==> config.mk <==
export PLATFORM = sky130hd
export DESIGN_NAME = ddr_rx_flat
export DESIGN_NICKNAME = d
export VERILOG_FILES = /design/src/rtl/ddr_rx_pkg.sv /design/src/rtl/ddr_rx_if.sv /design/src/rtl/ddr_rx_bit_counter.sv /design/src/rtl/ddr_rx.sv /design/src/flat_wrapper.sv
export SDC_FILE = /design/constraint.sdc
export NUM_CORES = 1
export LEC_CHECK = 0
export CORE_MARGIN = 2
export CORE_UTILIZATION = 37
export CTS_CLUSTER_SIZE = 24
export DETAILED_ROUTE_END_ITERATION = 10
export HOLD_SLACK_MARGIN = 0.03
export PLACE_DENSITY = 0.62
export SYNTH_ARGS = -nofsm -noshare
export SYNTH_HDL_FRONTEND = slang
export SYNTH_SLANG_ARGS = --single-unit
==> constraint.sdc <==
create_clock -name i_sys_clk -period 3.5 [get_ports i_sys_clk]
set_input_delay 0.525 -clock i_sys_clk [delete_from_list [all_inputs] [get_ports i_sys_clk]]
set_output_delay 0.525 -clock i_sys_clk [all_outputs]
set_load 0.03 [all_outputs]
==> src/rtl/ddr_rx_pkg.sv <==
// Shared mode encodings, bit-count constants and parity helper for the HDR-DDR receive path.
package ddr_rx_pkg;

   typedef enum logic [3:0] {
      MODE_PREAMBLE = 4'b0000,
      MODE_BYTE     = 4'b0011,
      MODE_TOKEN    = 4'b0101,
      MODE_PARITY   = 4'b0110,
      MODE_CRC      = 4'b0111,
      MODE_ERROR    = 4'b1111
   } rx_mode_e;

   localparam logic [3:0] CRC_TOKEN = 4'hC;

   localparam logic [3:0] PRE_BITS    = 4'd1;
   localparam logic [3:0] BYTE_BITS   = 4'd8;
   localparam logic [3:0] PARITY_BITS = 4'd2;
   localparam logic [3:0] TOKEN_BITS  = 4'd4;
   localparam logic [3:0] CRC_BITS    = 4'd5;

   // Zero means the mode has no fixed length (error recovery, unused codes).
   function automatic logic [3:0] mode_bits(input logic [3:0] mode);
      logic [3:0] n;
      n = 4'd0;
      case (mode)
         MODE_PREAMBLE: n = PRE_BITS;
         MODE_BYTE:     n = BYTE_BITS;
         MODE_PARITY:   n = PARITY_BITS;
         MODE_TOKEN:    n = TOKEN_BITS;
         MODE_CRC:      n = CRC_BITS;
         default:       n = 4'd0;
      endcase
      return n;
   endfunction

   // Returns {PA1, PA0}: PA1 covers odd bits, PA0 covers even bits and is inverted.
   function automatic logic [1:0] parity_expected(input logic [15:0] w);
      logic pa1;
      logic pa0;
      pa1 = 1'b0;
      pa0 = 1'b1;
      for (int i = 0; i < 8; i++) begin
         pa1 = pa1 ^ w[2*i+1];
         pa0 = pa0 ^ w[2*i];
      end
      return {pa1, pa0};
   endfunction

endpackage

==> src/rtl/ddr_rx_if.sv <==
// Signal bundle between the DDR/CCC FSM side (master) and the ddr_rx receiver (slave).
interface ddr_rx_if;
   logic       i_sclgen_scl;
   logic       i_sclgen_scl_pos_edge;
   logic       i_sclgen_scl_neg_edge;
   logic       i_ddrccc_rx_en;
   logic       i_sdahnd_rx_sda;
   logic [3:0] i_ddrccc_rx_mode;
   logic [4:0] i_crc_value;
   logic       i_crc_valid;
   logic [7:0] o_regfcrc_rx_data_out;
   logic       o_ddrccc_rx_mode_done;
   logic       o_ddrccc_pre;
   logic       o_ddrccc_error;
   logic       o_crc_en;
   logic       o_crc_data_valid;
   logic       o_ddrccc_error_done;

   modport master (
      output i_sclgen_scl, i_sclgen_scl_pos_edge, i_sclgen_scl_neg_edge, i_ddrccc_rx_en,
             i_sdahnd_rx_sda, i_ddrccc_rx_mode, i_crc_value, i_crc_valid,
      input  o_regfcrc_rx_data_out, o_ddrccc_rx_mode_done, o_ddrccc_pre, o_ddrccc_error,
             o_crc_en, o_crc_data_valid, o_ddrccc_error_done
   );

   modport slave (
      input  i_sclgen_scl, i_sclgen_scl_pos_edge, i_sclgen_scl_neg_edge, i_ddrccc_rx_en,
             i_sdahnd_rx_sda, i_ddrccc_rx_mode, i_crc_value, i_crc_valid,
      output o_regfcrc_rx_data_out, o_ddrccc_rx_mode_done, o_ddrccc_pre, o_ddrccc_error,
             o_crc_en, o_crc_data_valid, o_ddrccc_error_done
   );
endinterface

==> src/rtl/ddr_rx_bit_counter.sv <==
// Sample qualification and per-mode bit counter; flags the sample that completes a mode.
module rx_bit_counter
   import ddr_rx_pkg::*;
(
   input  logic       clk,
   input  logic       rst,
   input  logic       rx_en,
   input  logic       pos_edge,
   input  logic       neg_edge,
   input  logic [3:0] rx_mode,
   output logic       sample,
   output logic       restart,
   output logic       last_bit
);
   logic [3:0] cnt_q;
   logic [3:0] prev_mode_q;
   logic [3:0] cnt_base;
   logic [3:0] term;

   assign sample   = rx_en & (pos_edge | neg_edge);
   assign restart  = !rx_en || (rx_mode != prev_mode_q);
   assign term     = mode_bits(rx_mode);
   // A sample landing in the mode-change cycle is bit zero of the new mode.
   assign cnt_base = restart ? 4'd0 : cnt_q;
   assign last_bit = sample && (term != 4'd0) && ((cnt_base + 4'd1) == term);

   always_ff @(posedge clk) begin
      if (rst) begin
         cnt_q       <= 4'd0;
         prev_mode_q <= 4'd0;
      end else begin
         prev_mode_q <= rx_mode;
         if (last_bit)
            cnt_q <= 4'd0;
         else if (sample && (term != 4'd0))
            cnt_q <= cnt_base + 4'd1;
         else
            cnt_q <= cnt_base;
      end
   end
endmodule

==> src/rtl/ddr_rx.sv <==
// HDR-DDR receive datapath: preamble, byte, parity, token, CRC and error-recovery capture.
// Define RX_CRC_CHECK_EN to compare the received CRC5 against i_crc_value.
module ddr_rx
   import ddr_rx_pkg::*;
#(
   parameter int ERR_MIN_ONES = 38
) (
   input logic     i_sys_clk,
   input logic     i_sys_rst,
   ddr_rx_if.slave rx
);
   localparam int             OW       = $clog2(ERR_MIN_ONES + 1);
   localparam logic [OW-1:0]  ONES_MAX = OW'(ERR_MIN_ONES);

   logic          sample;
   logic          restart;
   logic          last_bit;
   logic          sda;
   logic [3:0]    mode;
   logic [7:0]    shift_q;
   logic [7:0]    shift_d;
   logic [15:0]   word_q;
   logic [OW-1:0] ones_q;
   logic [OW-1:0] ones_base;
   logic [7:0]    data_q;
   logic          pre_q, err_q, done_q, crc_en_q, crc_dv_q, err_done_q;
   logic          unused_ok;

   assign sda       = rx.i_sdahnd_rx_sda;
   assign mode      = rx.i_ddrccc_rx_mode;
   assign shift_d   = {shift_q[6:0], sda};
   assign ones_base = restart ? '0 : ones_q;
   assign unused_ok = rx.i_sclgen_scl ^ (^rx.i_crc_value) ^ rx.i_crc_valid;

   rx_bit_counter u_cnt (
      .clk      (i_sys_clk),
      .rst      (i_sys_rst),
      .rx_en    (rx.i_ddrccc_rx_en),
      .pos_edge (rx.i_sclgen_scl_pos_edge),
      .neg_edge (rx.i_sclgen_scl_neg_edge),
      .rx_mode  (mode),
      .sample   (sample),
      .restart  (restart),
      .last_bit (last_bit)
   );

   always_ff @(posedge i_sys_clk) begin
      if (i_sys_rst) begin
         shift_q    <= 8'd0;
         word_q     <= 16'd0;
         ones_q     <= '0;
         data_q     <= 8'd0;
         pre_q      <= 1'b1;
         err_q      <= 1'b0;
         done_q     <= 1'b0;
         crc_en_q   <= 1'b0;
         crc_dv_q   <= 1'b0;
         err_done_q <= 1'b0;
      end else begin
         done_q     <= 1'b0;
         crc_dv_q   <= 1'b0;
         err_done_q <= 1'b0;
         crc_en_q   <= rx.i_ddrccc_rx_en && (mode == MODE_BYTE);
         if (sample)
            shift_q <= shift_d;

         // Error recovery: a run of highs long enough, closed by a low.
         if (sample && (mode == MODE_ERROR)) begin
            if (sda) begin
               ones_q <= (ones_base == ONES_MAX) ? ones_base : ones_base + 1'b1;
            end else begin
               ones_q <= '0;
               if (ones_base >= ONES_MAX) begin
                  done_q     <= 1'b1;
                  err_done_q <= 1'b1;
                  err_q      <= 1'b0;
               end
            end
         end else begin
            ones_q <= ones_base;
         end

         if (last_bit) begin
            done_q <= 1'b1;
            case (mode)
               MODE_PREAMBLE: pre_q <= sda;
               MODE_BYTE: begin
                  data_q   <= shift_d;
                  word_q   <= {word_q[7:0], shift_d};
                  crc_dv_q <= 1'b1;
               end
               MODE_PARITY: if (shift_d[1:0] != parity_expected(word_q)) err_q <= 1'b1;
               MODE_TOKEN:  if (shift_d[3:0] != CRC_TOKEN) err_q <= 1'b1;
               MODE_CRC: begin
`ifdef RX_CRC_CHECK_EN
                  if (rx.i_crc_valid && (shift_d[4:0] != rx.i_crc_value)) err_q <= 1'b1;
`else
                  err_q <= err_q;
`endif
               end
               default: ;
            endcase
         end
      end
   end

   assign rx.o_regfcrc_rx_data_out = data_q;
   assign rx.o_ddrccc_rx_mode_done = done_q;
   assign rx.o_ddrccc_pre          = pre_q;
   assign rx.o_ddrccc_error        = err_q;
   assign rx.o_crc_en              = crc_en_q;
   assign rx.o_crc_data_valid      = crc_dv_q;
   assign rx.o_ddrccc_error_done   = err_done_q;
endmodule

==> src/flat_wrapper.sv <==
// flat-port wrapper written by rule: the top's interface ports become plain ports
module ddr_rx_flat import ddr_rx_pkg::*;
#(
   parameter int ERR_MIN_ONES = 38
)
  (i_sys_clk, i_sys_rst, rx_i_sclgen_scl, rx_i_sclgen_scl_pos_edge, rx_i_sclgen_scl_neg_edge, rx_i_ddrccc_rx_en, rx_i_sdahnd_rx_sda, rx_i_ddrccc_rx_mode, rx_i_crc_value, rx_i_crc_valid, rx_o_regfcrc_rx_data_out, rx_o_ddrccc_rx_mode_done, rx_o_ddrccc_pre, rx_o_ddrccc_error, rx_o_crc_en, rx_o_crc_data_valid, rx_o_ddrccc_error_done);
  ddr_rx_if rx_i ();
  input logic i_sys_clk;
  input logic i_sys_rst;
  input wire logic [$bits(rx_i.i_sclgen_scl)-1:0] rx_i_sclgen_scl;
  input wire logic [$bits(rx_i.i_sclgen_scl_pos_edge)-1:0] rx_i_sclgen_scl_pos_edge;
  input wire logic [$bits(rx_i.i_sclgen_scl_neg_edge)-1:0] rx_i_sclgen_scl_neg_edge;
  input wire logic [$bits(rx_i.i_ddrccc_rx_en)-1:0] rx_i_ddrccc_rx_en;
  input wire logic [$bits(rx_i.i_sdahnd_rx_sda)-1:0] rx_i_sdahnd_rx_sda;
  input wire logic [$bits(rx_i.i_ddrccc_rx_mode)-1:0] rx_i_ddrccc_rx_mode;
  input wire logic [$bits(rx_i.i_crc_value)-1:0] rx_i_crc_value;
  input wire logic [$bits(rx_i.i_crc_valid)-1:0] rx_i_crc_valid;
  output wire logic [$bits(rx_i.o_regfcrc_rx_data_out)-1:0] rx_o_regfcrc_rx_data_out;
  output wire logic [$bits(rx_i.o_ddrccc_rx_mode_done)-1:0] rx_o_ddrccc_rx_mode_done;
  output wire logic [$bits(rx_i.o_ddrccc_pre)-1:0] rx_o_ddrccc_pre;
  output wire logic [$bits(rx_i.o_ddrccc_error)-1:0] rx_o_ddrccc_error;
  output wire logic [$bits(rx_i.o_crc_en)-1:0] rx_o_crc_en;
  output wire logic [$bits(rx_i.o_crc_data_valid)-1:0] rx_o_crc_data_valid;
  output wire logic [$bits(rx_i.o_ddrccc_error_done)-1:0] rx_o_ddrccc_error_done;
  assign rx_i.i_sclgen_scl = rx_i_sclgen_scl;
  assign rx_i.i_sclgen_scl_pos_edge = rx_i_sclgen_scl_pos_edge;
  assign rx_i.i_sclgen_scl_neg_edge = rx_i_sclgen_scl_neg_edge;
  assign rx_i.i_ddrccc_rx_en = rx_i_ddrccc_rx_en;
  assign rx_i.i_sdahnd_rx_sda = rx_i_sdahnd_rx_sda;
  assign rx_i.i_ddrccc_rx_mode = rx_i_ddrccc_rx_mode;
  assign rx_i.i_crc_value = rx_i_crc_value;
  assign rx_i.i_crc_valid = rx_i_crc_valid;
  assign rx_o_regfcrc_rx_data_out = rx_i.o_regfcrc_rx_data_out;
  assign rx_o_ddrccc_rx_mode_done = rx_i.o_ddrccc_rx_mode_done;
  assign rx_o_ddrccc_pre = rx_i.o_ddrccc_pre;
  assign rx_o_ddrccc_error = rx_i.o_ddrccc_error;
  assign rx_o_crc_en = rx_i.o_crc_en;
  assign rx_o_crc_data_valid = rx_i.o_crc_data_valid;
  assign rx_o_ddrccc_error_done = rx_i.o_ddrccc_error_done;
  ddr_rx #(.ERR_MIN_ONES(ERR_MIN_ONES)) u_core (.i_sys_clk(i_sys_clk), .i_sys_rst(i_sys_rst), .rx(rx_i));
endmodule
-- Yosys cells after proc, flatten, opt, wreduce, memory -nomap -nowiden
Cells that the tools add are included.
- logic and storage cells: 75
- input port bits: 17
- register bits after elaboration: 51
- output and inout bits: 14
- reductions and logical operators: 12
- equality and inequality tests: 11
- magnitude comparators: 1
- add/subtract/negate cells: 2
- mux-type cells: 19
- bitwise operators: 18
- operators by type and width (kind ; count):
    $mux W6 ; 4
    $pmux W4 S5 ; 1
    $xor A1 B1 Y1 ; 14
    $eq A4 B3 Y1 const B ; 3
    $mux W1 ; 11
    $mux W4 ; 2
    $add A6 B1 Y6 const B ; 1
    $eq A6 B6 Y1 const B ; 1
    $ge A6 B6 Y1 const B ; 1
    $add A4 B1 Y4 const B ; 1
    $eq A4 B2 Y1 const B ; 1
    $eq A4 B4 Y1 ; 1
    $eq A4 B4 Y1 const B ; 1
    $logic_and A1 B1 Y1 ; 4
    $logic_not A4 Y1 ; 1
    $ne A4 B4 Y1 ; 1
    $ne A4 B4 Y1 const B ; 1
    $reduce_and A2 Y1 ; 2
    $reduce_bool A4 Y1 ; 1
    $reduce_or A2 Y1 ; 2
    $pmux W1 S3 ; 1
    $ne A2 B2 Y1 ; 1
    $ne A2 B2 Y1 const B ; 1
    $not A1 Y1 ; 2
    4 further kinds ; 4

-- Depth between registers and ports, before layout
Gate-level depths: netlist of run 1.
- depth after elaboration: 12
- gate-level depth with buffers: 14
- mapped depth without buffers: 10

-- Cells and area by module
Synthesis of run 1 repeated with hierarchy kept, for this count alone.
- cells, all modules: 249
- area total of the unflattened synthesis: 2250.9 µm²
- modules (own cells, without submodules) (module ; instances ; cells an instance ; area an instance (µm²) ; seq. area each (µm²)):
    ddr_rx ; 1 ; 178 ; 1657.8 ; 700.7
    rx_bit_counter ; 1 ; 71 ; 593.1 ; 160.2

-- Least setup slack after synthesis of run 1
Ideal clock, no wire load.
- kind: input port to flip-flop
- start point: input port rx_i_ddrccc_rx_mode[2]
- end point: register u_core.data_q[6] (netlist: u_core.rx.o_regfcrc_rx_data_out[6])
- buffers on the path: 3
- library setup time: 0.070 ns
- arrival time: 3.013 ns
- setup slack: 0.416 ns
- cell stages on the path: 13
- required time: 3.430 ns
- cell sequence: buf_2 > xnor2_1 > and3_1 > and3_1 > ha_1 > clkbuf_1 > and4b_1 > o21ai_1 > o221ai_1 > a211oi_2 > clkbuf_1 > o21ai_0 > a21oi_1
- longest elaborated chain between the ends: 7
- elaborated cells on any way between the ends: 15
- those cells by class: add/sub (1); eq/ne (6); mux (2); reduce/logical (6)
- RTL lines (element ; line ; text):
    start: declaration ; flat_wrapper.sv:15 ; input wire logic [$bits(rx_i.i_ddrccc_rx_mode)-1:0] rx_i_ddrccc_rx_mode;
    $ne A4 B4 Y1 ; ddr_rx_bit_counter.sv:21 ; assign restart = !rx_en || (rx_mode != prev_mode_q);
    $logic_or A1 B1 Y1 ; ddr_rx_bit_counter.sv:21 ;
    $mux W4 ; ddr_rx_bit_counter.sv:24 ; assign cnt_base = restart ? 4'd0 : cnt_q;
    $add A4 B1 Y4 ; ddr_rx_bit_counter.sv:25 ; assign last_bit = sample && (term != 4'd0) && ((cnt_base + 4'd1) == term);
    $eq A4 B4 Y1 ; ddr_rx_bit_counter.sv:25 ;
    $logic_and A1 B1 Y1 ; ddr_rx_bit_counter.sv:25 ;
    $reduce_and A2 Y1 (no source line) * ; -- ;
    end signal: assignment ; ddr_rx.sv:88 ; data_q <= shift_d;
    end: declaration ; ddr_rx.sv:25 ; logic [7:0] data_q;
Every way passes the cells marked *; elsewhere a longest branch is shown, timed or not.
A chain may end at the register's enable or synchronous reset.

-- Final worst setup path of run 1
- start point: input port rx_i_ddrccc_rx_mode[0]
- end point: register u_core.pre_q (netlist: u_core.rx.o_ddrccc_pre)
- longest elaborated chain between the ends: 7
- elaborated cells on any way between the ends: 15
- those cells by class: add/sub (1); eq/ne (6); mux (2); reduce/logical (6)
- RTL lines (element ; line ; text):
    $ne A4 B4 Y1 ; ddr_rx_bit_counter.sv:21 ;
    $logic_or A1 B1 Y1 ; ddr_rx_bit_counter.sv:21 ;
    $mux W4 ; ddr_rx_bit_counter.sv:24 ;
    $add A4 B1 Y4 ; ddr_rx_bit_counter.sv:25 ;
    $eq A4 B4 Y1 ; ddr_rx_bit_counter.sv:25 ;
    $logic_and A1 B1 Y1 ; ddr_rx_bit_counter.sv:25 ;
    $reduce_and A2 Y1 (no source line) * ; -- ;
    end signal: assignment ; ddr_rx.sv:53 ; pre_q <= 1'b1;
    end signal: assignment ; ddr_rx.sv:86 ; MODE_PREAMBLE: pre_q <= sda;
    end: declaration ; ddr_rx.sv:26 ; logic pre_q, err_q, done_q, crc_en_q, crc_dv_q, err_done_q;
Marks and branches as above.

==> impl_summary.md, run 1 <==
Run status
The run finished with clean final reports.

Floorplanning
From left edge to right edge, the die measures 84.5 um. The area of the die is 7150 um^2. In this run the vertical extent of the chip is 84.5 um. The floorplan has 29 rows.

The effective utilization at floorplan is 0.380. The placeable core region is 6310 um^2. 31 I/O pins were placed.

Global route
The number of global-route vias before repair is 1,899. For this run the aggregate overflow at the end of global routing stands at 0. The number of antenna violations at the first check in global routing is 0.

The wire length of the first global-routing pass is 9360 um. Entering global routing, the biggest net connects 22 pins. The overall fraction of global-route tracks in use is 0.163.

Final layout
Of the cells placed in the final design, the portion with a size suffix greater than 1 is 0.107. The utilization after layout is 0.445. The area added between synthesis and finish is 17.1%. In the layout the commonest cells are sky130_fd_sc_hd__dfxtp_1 (43), sky130_fd_sc_hd__a21oi_1 (26), sky130_fd_sc_hd__nand2_1 (25). The final net count is 319. After filler insertion, the fill cell instance count of the layout stands at 641.

The finished layout holds 377 standard cells, fillers aside. The finished cells cover 2810 um^2. The leading cell type in the layout, fill and taps excluded is sky130_fd_sc_hd__dfxtp_1.

The antenna diode count is 0.

Worst setup path
The worst-path maximum fanout is 6. The required time of the critical path is 3730 ps. The worst setup path is of the in -> reg kind. The startpoint of the lowest-slack register-to-register path is u_core.u_cnt.prev_mode_q[0]. The largest incremental delay on the critical path is 440 ps.

The cell type group with the largest total delay on the critical path is simple AND/OR/NAND/NOR gates. The reg-to-reg endpoint is u_core.rx.o_ddrccc_pre. The critical path contains buffers and inverters numbering 2 combined. For the worst setup path, the data arrival time is 3490 ps. The critical path launch point type is an input pin. STA classifies the critical path endpoint as a flop. The largest individual stage delay along the critical path comes from the cell sky130_fd_sc_hd__clkdlybuf4s50_1. Walking the worst path, the cells encountered are clkdlybuf4s50_1 -> xnor2_1 -> and2_1 -> and3_1 -> ha_1 -> buf_4 -> or4_1 -> a21o_1 -> a31oi_4 -> a211o_1 -> and4b_1 -> mux2i_1.

For the worst flop-to-flop path, the logic depth is 11. The worst-case register-to-register setup slack is 630 ps.

Yosys
The average footprint of a synthesized cell is 8.54 um^2. The sequential cell area fraction in the yosys report is 0.359. The area fraction in compound gates after synthesis is 0.174. The register bit count reported by yosys is 43. After synthesis, the share of cell area in mux cells is 0.0125. The synthesized netlist occupies a cell area of 2400 um^2. Of the total synthesized cell area, the portion taken by full adders, half adders and majority gates is 0.0156.

Counting flops with an async set or reset pin after synthesis yields a share of 0. The dominant synthesized flop cell is sky130_fd_sc_hd__dfxtp_1. After synthesis, the largest family of logic cells by area is simple AND/OR/NAND/NOR gates. In the post-synthesis netlist, the biggest area contributors are sky130_fd_sc_hd__dfxtp_1 (36%), sky130_fd_sc_hd__xnor2_1 (7.3%), sky130_fd_sc_hd__a21oi_1 (5.4%), sky130_fd_sc_hd__nand4_1 (5.0%), sky130_fd_sc_hd__nand2_1 (3.9%). The post-synth net total is 301. Counting flops with a built-in enable in the synthesized netlist gives 0. The fraction of post-synthesis cell area in the top cell type by area is 0.359.

The parity-gate share of the synthesized area counting xor and xnor cells is 0.121. The post-synthesis simple-gate area fraction is 0.241. The Yosys step of the flow raised 0 warnings.

Counting distinct cell types in the post-synthesis netlist gives 53. Counting every instance in the synthesized netlist gives 281. The cell type with the highest aggregate area in the netlist is sky130_fd_sc_hd__dfxtp_1.

Clock network
In this run, CTS created clock tree buffers numbering 5. The buffer type at the clock tree root is sky130_fd_sc_hd__clkbuf_8. The H-tree was split into 2 levels. For the worst-skew pair, the clock arrives at the later sink with an insertion delay of 300 ps. The TritonCTS clock tree is yes. Counting along the longest clock path gives a buffer depth of 2. After clock tree synthesis, the clock-pin slew on the worst setup and hold paths is 80 ps.

The count of buffers added by post-CTS timing repair for setup is 0. The total clock sinks is 43.

Job
The number of max-cap violations is 0.

Worst hold path
The hold path endpoint is u_core.shift_q[6]. The startpoint identified for the worst hold timing path is u_core.shift_q[6]. Along the worst hold path, the cell count comes to 2. The path class of the tightest hold or removal check is reg -> reg.

Power and ir drop
The post-route total power is 999 uW. In this run the power density over the cells is 356 nW/um^2. The peak supply drop is 0.256 mV. The leakage power of the design is 0.00101 uW.

Timing
Setup repair after global routing left no endpoint under its margin. The actual slew at the worst max-slew pin is 839 ps. The max-slew violation total from the final report is 0. The number of endpoints with negative hold slack in the final report is 0.

The final-report setup violation count is 0. The shortest period the worst path allows is 3270 ps. Headroom to the max-slew limit came out at 0.437.

For the final database, setup skew stands at 7.78 ps. The timing-limited maximum frequency is 0.306 GHz. The fraction of the cycle the final worst path needs is 0.933.

The worst slack on hold paths is 464 ps.

Placement
In this run, placement finished with an instance count of 369. The total cell area at the placement stage is 2690 um^2. The weighted congestion reported at the end of routability-driven placement is 0.818. Detailed placement ended at an HPWL of 3790 um. The number of buffers added on ports is 23.

Detailed routing
The routed design has 5510 um of wire. In this run, the number of DRC markers left after iteration 0 of detailed routing was 215. The iteration count of the initial detailed-routing pass is 4. The via-per-instance ratio is 5.42.

The post-route antenna net violation count is 0. In the final routed layout, each cell accounts on average for 14.6 um. The total number of vias is 2,045. The detailed-route DRC error count is 0.
## worst max-delay path by stage
stage,startpoint,endpoint,cells past startpoint
global placement,rx_i_ddrccc_rx_mode[0],u_core.word_q[8],12
finish,rx_i_ddrccc_rx_mode[0],u_core.rx.o_ddrccc_pre,12
CTS,rx_i_ddrccc_rx_mode[0],u_core.rx.o_regfcrc_rx_data_out[0],12
detailed placement,rx_i_ddrccc_rx_mode[0],u_core.word_q[14],12
floorplan,rx_i_ddrccc_rx_mode[2],u_core.rx.o_regfcrc_rx_data_out[6],13
global route,rx_i_ddrccc_rx_mode[0],u_core.rx.o_ddrccc_rx_mode_done,13
## through the flow
stage | TNS [ps] | setup WS, ps
5_1_grt | 0 | 93.0
2_1_floorplan | 0 | 416
6_report | 0 | 234
3_3_place_gp | -1740 | -127
3_5_place_dp | -2000 | -151
4_1_cts | 0 | 136
## kinds of logic after synthesis
kind of cell               after synthesis
muxes                                    3
buffers and inverters                   31
xor gates and xnor gates                30
adders and majority gates                3
DFF                                     43
AOI/OAI and AO/OA                       66
and+or+nand+nor                        105
## state kept, by name, indices dropped and copies added (netlist names), 4 cells and up
name and flops:
u_core.ones_q 6, u_core.rx.o_regfcrc_rx_data_out 7, u_core.shift_q 7, u_core.u_cnt.cnt_q 4, u_core.u_cnt.prev_mode_q 4, u_core.word_q 9
## where the power goes
part	switching (uW)	total, uW	internal [uW]
Combinational	59.4	102	42.2
Sequential	3.42	496	493
Clock	170	401	231
## tightest hold or removal path: cells and delay by family, from the launching register on
kind	cells	cell delay, ps
simple gates	1	50
flops	1	320
compound gates	1	50
## Yosys cell counts, drive strengths merged (3+ instances only)
library cell,n
nand2,25
o21ai,22
nand3,6
mux2i,3
inv,3
buf,23
nor2b,4
nand4,19
a21oi,26
nor2,18
clkbuf,5
xor2,8
nor4b,3
nor3,5
and3,9
dfxtp,43
ha,3
xnor2,20
## area by class of cell
type / instances / area, um^2 / share of cell area
Clock buffer: 6 / 82.6 / 0.0294
Multi-Input combinational cell: 207 / 1360 / 0.484
Timing Repair Buffer: 39 / 363 / 0.129
Sequential cell: 43 / 861 / 0.306
Tap cell: 77 / 96.3 / 0.0343
Clock inverter: 2 / 35.0 / 0.0125
Inverter: 3 / 11.3 / 0.00401
## metal layers
| metal | routed length (um) | track usage | share of wire |
|---|---|---|---|
| met1 | 2610 | 0.222 | 0.47 |
| met4 | 111 | 0.0635 | 0.020 |
| met2 | 2570 | 0.250 | 0.47 |
| met3 | 225 | 0.0364 | 0.041 |
| met5 | 0 | 0 | 0 |
## timing repair
item                                    4_1_cts  5_1_grt
gates resized for setup                       0        1
hold buffers                                  0        0
endpoints found under the setup margin        0       14
Power figures use the tool's default switching activity.
==> run 2, diff against run 1 <==
--- a/config.mk
+++ b/config.mk
@@ -5,12 +5,13 @@
 export SDC_FILE = /design/constraint.sdc
 export NUM_CORES = 1
 export LEC_CHECK = 0
+export CORE_ASPECT_RATIO = 0.9
 export CORE_MARGIN = 2
-export CORE_UTILIZATION = 37
+export CORE_UTILIZATION = 55
 export CTS_CLUSTER_SIZE = 24
 export DETAILED_ROUTE_END_ITERATION = 10
 export HOLD_SLACK_MARGIN = 0.03
-export PLACE_DENSITY = 0.62
+export PLACE_DENSITY = 0.84
 export SYNTH_ARGS = -nofsm -noshare
 export SYNTH_HDL_FRONTEND = slang
 export SYNTH_SLANG_ARGS = --single-unit
==> run 2 against run 1 <==
Net effect: non-clock buffer count shrank 1; first-iteration DRC count down 0.47%; largest cell class unchanged; largest power group unchanged; sequential power about the same; critical path type unchanged; critical endpoint is now u_core.rx.o_regfcrc_rx_data_out[2].
==> impl_summary.md, run 2 (same netlist as run 1, synthesis figures left out) <==
Floorplanning
The die covers 4910 um^2. The effective utilization at floorplan is 0.581. The count of standard-cell rows is 22. 31 I/O pins were placed. The die span in x is 73.6 um. The vertical die dimension is 66.7 um. After floorplanning, the core was sized to cover 4130 um^2.

Clock network
TritonCTS built the clock tree. The total clock sinks is 43. The later pin in the worst-skew pair is clocked with a latency of 290 ps. The clock-pin slew of the registers on the worst-case setup and hold paths is 80 ps. The number of hold buffers added after CTS is 0. The maximum level of the CTS H-tree is 2.

The maximum clock path buffer count is 2. Counting the buffers created by CTS gives 5. Clock tree synthesis selected as its root buffer the cell sky130_fd_sc_hd__clkbuf_8.

Final layout
The summed area of non-filler cells in the final layout is 2770 um^2. The leading cell type in the layout, fill and taps excluded is sky130_fd_sc_hd__dfxtp_1. More flip-flops sit in one register than any other, and that register is u_core.word_q.

The flip-flop count of the largest register after layout is 9. The antenna diode count is 0. At the end of the flow, the number of nets in the layout was 318. The fraction of final layout cells sized beyond drive strength 1 is 0.100. In the layout the commonest cells are sky130_fd_sc_hd__dfxtp_1 (43), sky130_fd_sc_hd__a21oi_1 (26), sky130_fd_sc_hd__nand2_1 (25).

The utilization after layout is 0.671. The area added between synthesis and finish is 15.4%.

Detailed routing
The detailed router placed 2,097 vias in this run. The detailed-route wire length is 5450 um. The iteration count of the initial detailed-routing pass is 5. After detailed routing, the number of remaining DRC violations is 0.

Using the TritonRoute via totals, the vias-per-cell ratio works out to 6.04. The post-route antenna net violation count is 0. The detailed router finished its first iteration with 214 violations. In the final routed layout, each cell accounts on average for 15.7 um.

Timing
Headroom to the max-slew limit came out at 0.320. The sum of negative setup slack is 0 ps. The max-slew violation total from the final report is 0.

Dividing the final minimum period by the clock period gives 0.948. Based on the critical path, the design can be clocked at up to 0.301 GHz. For the pin with the worst max-slew slack, the measured transition is 1020 ps. The shortest period the worst path allows is 3320 ps. Setup violations remaining at the end of the flow were counted as 0.

The number of endpoints with negative hold slack in the final report is 0. The final critical-path setup slack is 181 ps. Setup repair after global routing left no endpoint under its margin. The worst clock skew is 6.20 ps.

Job
The number of max-cap violations is 0.

Worst setup path
The worst setup path is captured at a flop. The worst setup path is of the in -> reg kind. The critical path launch point type is an input pin.

The worst path arrival time is 3520 ps. The worst-path maximum fanout is 11. At the worst endpoint, the required time is 3700 ps.

Placement
Detailed placement ended at an HPWL of 3580 um. The total cell area at the placement stage is 2610 um^2. The number of buffers added on ports is 23. At the end of routability-driven placement, the weighted congestion stood at 0.905. The worst setup slack after placement is -212 ps.

Global route
The number of global-route vias before repair is 1,861. The total congestion overflow after global routing is 0. The number of antenna violations at the first check in global routing is 0. The wire length of the first global-routing pass is 8940 um.

For this run, the total global-route usage over all layers was measured as 0.238. Entering global routing, the biggest net connects 29 pins.

Power and ir drop
The post-route total power is 1050 uW. The power density over the cells is 380 nW/um^2. VDD sags by at most 0.226 mV. The leakage power of the design is 0.00100 uW.

Worst hold path
The type of the worst min-delay path is reg -> reg.

Run status
The run finished with clean final reports.
==> run 2: cell count changes in the layout (fill, tap and decap cells not counted), sizes merged <==
cell and delta:
buf -1, bufinv +1, clkinv -1
==> run 2: metrics by stage <==
stage                     hold slack (ps)  cells
after detailed placement              450    337
after floorplan                       437    281
after CTS                             462    345
after global placement                444    337
final                                 463    347
after global routing                  488    347
==> run 2: power by group <==
group,total [uW],internal (uW),switching (uW)
logic,101,41.5,59.2
registers,496,493,3.32
clock network,456,285,170
==> run 2: worst paths after layout <==
path / from / endpoint / slack (ps) / depth (start not counted)
min reg2reg: u_core.shift_q[6] / u_core.shift_q[6] / 460 / 2
max reg2reg: u_core.u_cnt.prev_mode_q[2] / u_core.rx.o_regfcrc_rx_data_out[2] / 570 / 12
min: u_core.shift_q[6] / u_core.shift_q[6] / 460 / 2
max: rx_i_ddrccc_rx_mode[2] / u_core.rx.o_regfcrc_rx_data_out[2] / 180 / 13
==> run 2: timing repair <==
item,in CTS,in global routing
resized for setup,0,1
setup endpoints to repair,0,16
buffers inserted,0,2
==> run 2: per-layer routing <==
layer	up-vias	share of wire	track usage
met5	-	0	0
met2	83	0.48	0.374
met3	6	0.061	0.0499
met4	0	0.0086	0.0568
li1	1025	-	-
met1	983	0.45	0.332
==> run 2: area by class of cell <==
| type | count | area, um^2 |
|---|---|---|
| clock buffer | 6 | 72.6 |
| clock inverter | 2 | 60.1 |
| fill | 317 | 1360 |
| inverter | 3 | 11.3 |
| multi-input combinational | 207 | 1360 |
| sequential | 43 | 861 |
| tap | 48 | 60.1 |
| timing repair buffer | 38 | 343 |
==> run 2: worst max-delay path: stages <==
cell                              delay, ps
sky130_fd_sc_hd__clkdlybuf4s50_1        450
sky130_fd_sc_hd__xnor2_1                170
sky130_fd_sc_hd__and3_1                 220
sky130_fd_sc_hd__and3_1                 190
sky130_fd_sc_hd__ha_1                   220
sky130_fd_sc_hd__buf_4                  160
sky130_fd_sc_hd__or4_1                  390
sky130_fd_sc_hd__a21o_1                 230
sky130_fd_sc_hd__a31oi_4                190
sky130_fd_sc_hd__a211o_1                200
sky130_fd_sc_hd__buf_4                  220
sky130_fd_sc_hd__nand4_1                160
sky130_fd_sc_hd__a21oi_1                200
==> run 3, diff against run 2 <==
--- a/config.mk
+++ b/config.mk
@@ -5,13 +5,14 @@
 export SDC_FILE = /design/constraint.sdc
 export NUM_CORES = 1
 export LEC_CHECK = 0
+export ABC_AREA = 1
 export CORE_ASPECT_RATIO = 0.9
 export CORE_MARGIN = 2
-export CORE_UTILIZATION = 55
+export CORE_UTILIZATION = 50
 export CTS_CLUSTER_SIZE = 24
 export DETAILED_ROUTE_END_ITERATION = 10
 export HOLD_SLACK_MARGIN = 0.03
-export PLACE_DENSITY = 0.84
+export PLACE_DENSITY = 0.81
 export SYNTH_ARGS = -nofsm -noshare
 export SYNTH_HDL_FRONTEND = slang
 export SYNTH_SLANG_ARGS = --single-unit
==> constraint.sdc (replaced) <==
create_clock -name i_sys_clk -period 2.9 [get_ports i_sys_clk]
set_input_delay 0.435 -clock i_sys_clk [delete_from_list [all_inputs] [get_ports i_sys_clk]]
set_output_delay 0.435 -clock i_sys_clk [all_outputs]
set_load 0.03 [all_outputs]
==> run 3 against run 2 <==
Net effect: largest power group unchanged; cell area grew 6.1%; synthesized cell count grew 38%; routed wire length shrank 2.5%.
==> impl_summary.md, run 3 <==
Run status
The flow ran to the end, and the final reports show no timing, DRC or antenna violations.

Yosys
The share of the Yosys chip area taken by registers is 0.342. For this run, asynchronously set or reset flops after synthesis account for 0. The synthesized netlist occupies a cell area of 2520 um^2. The number of warning messages in the yosys log is 0. The count of cell types in the netlist is 33.

In the synthesized netlist the dominant register cell turns out to be sky130_fd_sc_hd__dfxtp_1. Ranked by instance count, the synthesized netlist is headed by sky130_fd_sc_hd__nand2_1 (95), sky130_fd_sc_hd__nor2_1 (77), sky130_fd_sc_hd__inv_1 (51). The post-synth net total is 407.

The register bit count reported by yosys is 43. The fraction of post-synthesis cell area in the top cell type by area is 0.342. The average footprint of a synthesized cell is 6.51 um^2. The count of flip-flops with a built-in enable after synthesis is 0. The most frequent cell after synthesis is sky130_fd_sc_hd__nand2_1.

The synthesized design spends more area on one cell type than any other, namely sky130_fd_sc_hd__dfxtp_1. The post-synthesis instance total is 387. Ranked by total cell area, the synthesized netlist is headed by sky130_fd_sc_hd__dfxtp_1 (34%), sky130_fd_sc_hd__nand2_1 (14%), sky130_fd_sc_hd__nor2_1 (11%), sky130_fd_sc_hd__inv_1 (7.6%), sky130_fd_sc_hd__nand3_1 (4.6%).

Global route
In the global route stage, met1 resource usage came out at 0.260. After global routing the overflow that remains totals 0. For this run, global-route usage on met3 was measured as 0.0390. Entering global routing, the biggest net connects 32 pins. The peak-usage layer in the global routing report is met2. The global routing met2 resource utilization is 0.353. The number of antenna violations at the first check in global routing came to 0. The first global-routing pass estimated 9200 um of wire. The overall fraction of global-route tracks in use is 0.204.

The number of global-route vias before repair is 2,188.

Timing
Of the available clock period, the critical path in the final layout requires 0.898. The max-slew violation total from the final report is 0. The timing-limited maximum frequency is 0.384 GHz. The final-report setup violation count is 0. Setup repair after global routing left no endpoint under its margin. At the pin with the least slew margin, the transition time is 402 ps.

The worst clock skew is 7.92 ps. The number of endpoints with negative hold slack in the final report is 0. In this run the tightest slew margin relative to its limit is 0.731. The shortest period the worst path allows is 2600 ps.

Worst setup path
The worst-case reg-to-reg path depth is 19. Setup slack on the worst reg-to-reg path comes out at 510 ps. The startpoint of the lowest-slack register-to-register path is u_core.u_cnt.prev_mode_q[3].

The required time of the critical path is 3140 ps. The reg-to-reg endpoint is u_core.rx.o_regfcrc_rx_data_out[2]. The endpoint type of the worst setup path is a flop. The worst path arrival time is 2840 ps. By startpoint and endpoint, the worst setup path is classified as in -> reg. The worst-path maximum fanout is 31. STA classifies the critical path startpoint as an input pin.

Worst hold path
The hold path endpoint is u_core.rx.o_ddrccc_error. In this run the most critical hold path is launched from u_core.rx.o_ddrccc_error. The worst hold path was traced through 2 stages. The tightest min-delay check is of the reg -> reg type.

Placement
The wire-length estimate of the detail-placed layout is 4090 um. The placed instance count is 477. In this run the tool buffered the top-level ports with 23 buffer cells.

In this run the cell area measured after placement is 2850 um^2. At the end of routability-driven placement, the weighted congestion stood at 0.895.

Final layout
After filler insertion, the fill cell instance count of the layout stands at 440. In the final layout, the share of cells above drive strength 1 is 0.114. The leading cell type in the layout, fill and taps excluded is sky130_fd_sc_hd__nand2_1. The number of non-filler instances in the completed layout is 485.

The flip-flop count of the largest register after layout is 9. From synthesis to final layout, the design area changed by 16.7%. The final net count is 439. The register with the most flip-flops is u_core.word_q. Summing all non-filler instances in the final layout gives an area of 2940 um^2.

In the layout the commonest cells are sky130_fd_sc_hd__nand2_1 (95), sky130_fd_sc_hd__nor2_1 (77), sky130_fd_sc_hd__inv_1 (51). The repair_antennas step left the layout with diodes totalling 0.

Detailed routing
The detailed-route DRC error count is 0. For this run, the detailed router's first-pass iteration total came to 5. The post-route antenna net violation count is 0. The detailed-route wire length is 5320 um. For this block, the initial DRC count from the detailed router was 110. The total number of vias is 2,341. The via-per-instance ratio is 4.83.

Dividing the detail-routed wire length by the instance count gives 11.0 um.

Clock network
The TritonCTS clock tree is yes. The buffer type at the clock tree root is sky130_fd_sc_hd__clkbuf_8. The clock-pin slew of the registers on the worst-case setup and hold paths is 90 ps.

The clock net in this run drives a total of 43 sinks. The clock passes through at most 2 buffers. The H-tree was split into 2 levels. The total clock buffers created by CTS is 5.

The later pin in the worst-skew pair is clocked with a latency of 300 ps.

Floorplanning
From left edge to right edge, the die measures 78.8 um. The count of standard-cell rows is 24. The area of the die is 5620 um^2. The region available for standard cell placement spans 4830 um^2. The die is 71.3 um tall. The number of top-level design ports is 31. The effective utilization at floorplan is 0.521.

Power and ir drop
Dividing total power by cell area gives a power density of 380 nW/um^2. The leakage power of the design is 0.00147 uW. VDD sags by at most 0.282 mV. The design draws 1120 uW.

Job
The number of max-cap violations is 0.
==> run 3: critical path, stage by stage <==
cell,delay (ps)
sky130_fd_sc_hd__clkdlybuf4s50_1,460
sky130_fd_sc_hd__nand2_1,120
sky130_fd_sc_hd__nand2_1,70
sky130_fd_sc_hd__nor2_2,150
sky130_fd_sc_hd__inv_1,90
sky130_fd_sc_hd__nor2_4,110
sky130_fd_sc_hd__nand2_1,70
sky130_fd_sc_hd__inv_1,60
sky130_fd_sc_hd__ha_1,250
sky130_fd_sc_hd__xnor2_1,130
sky130_fd_sc_hd__nor2_1,90
sky130_fd_sc_hd__nand2_1,80
sky130_fd_sc_hd__nor2_4,100
sky130_fd_sc_hd__nand2_2,70
sky130_fd_sc_hd__nor2_4,150
sky130_fd_sc_hd__nand2_8,150
sky130_fd_sc_hd__nand2_1,100
sky130_fd_sc_hd__nand2_1,50
sky130_fd_sc_hd__nor2_1,100
==> run 3: per-stage QoR <==
| step | util | setup slack, ps | hold WS [ps] | setup TNS (ps) |
|---|---|---|---|---|
| 6_report | 0.608 | 295 | 489 | 0 |
| 3_3_place_gp | 0.589 | 20.9 | 460 | 0 |
| 4_1_cts | 0.606 | 253 | 484 | 0 |
| 2_1_floorplan | - | 544 | 456 | 0 |
| 5_1_grt | 0.608 | 3.05 | 526 | 0 |
| 3_5_place_dp | 0.589 | -34.5 | 458 | -309 |
==> run 3: layout make-up <==
| cell class | count | area [um^2] | share of cell area |
|---|---|---|---|
| inverters | 59 | 221 | 0.0754 |
| clock buffers | 6 | 72.6 | 0.0247 |
| well taps | 65 | 81.3 | 0.0277 |
| repair buffers | 40 | 358 | 0.122 |
| multi-input cells | 270 | 1330 | 0.453 |
| flip-flops and latches | 43 | 861 | 0.293 |
| clock inverters | 2 | 12.5 | 0.00426 |
==> run 3: worst max-delay path by stage <==
| stage | cells past startpoint | endpoint | slack (ps) | start |
|---|---|---|---|---|
| 2_1_floorplan | 18 | u_core.word_q[8] | 540 | rx_i_ddrccc_rx_mode[2] |
| 3_3_place_gp | 18 | u_core.word_q[9] | 20 | rx_i_ddrccc_rx_mode[3] |
| 3_5_place_dp | 19 | u_core.word_q[12] | -30 | rx_i_ddrccc_rx_mode[1] |
| 4_1_cts | 19 | u_core.rx.o_regfcrc_rx_data_out[2] | 250 | rx_i_ddrccc_rx_mode[1] |
| 5_1_grt | 19 | u_core.rx.o_regfcrc_rx_data_out[1] | 3 | rx_i_ddrccc_rx_mode[3] |
| 6_report | 19 | u_core.rx.o_regfcrc_rx_data_out[2] | 300 | rx_i_ddrccc_rx_mode[3] |
==> run 3: logic make-up (layout without fill, tap and decap cells) <==
kind of cell    after synthesis  after routing  share of synthesized area
fa+ha+maj                     3              3                     0.0149
simple gates                225            225                      0.404
compound gates               31             31                     0.0681
flops                        43             43                      0.342
xor+xnor                     11             11                     0.0383
buf+inv                      74            107                      0.133
==> run 3: where the power goes <==
part | internal (uW) | leakage (uW) | switching [uW]
clock | 169 | 0.0000412 | 219
sequential | 601 | 0.000349 | 8.87
combinational | 48.1 | 0.00108 | 70.6
total | 818 | 0.00147 | 298
==> run 3: what timing repair did <==
item                                    4_1_cts  5_1_grt
hold buffers                                  0        0
endpoints found under the setup margin        0        3
resized for setup                             0        1
buffers inserted                              0        0
hold endpoints to repair                      0        0
==> run 3: per-layer routing <==
| metal | routed length (um) | vias up |
|---|---|---|
| met5 | 0 | - |
| met4 | 40 | 0 |
| met3 | 253 | 4 |
| met2 | 2490 | 45 |
| met1 | 2530 | 1046 |
| li1 | - | 1246 |
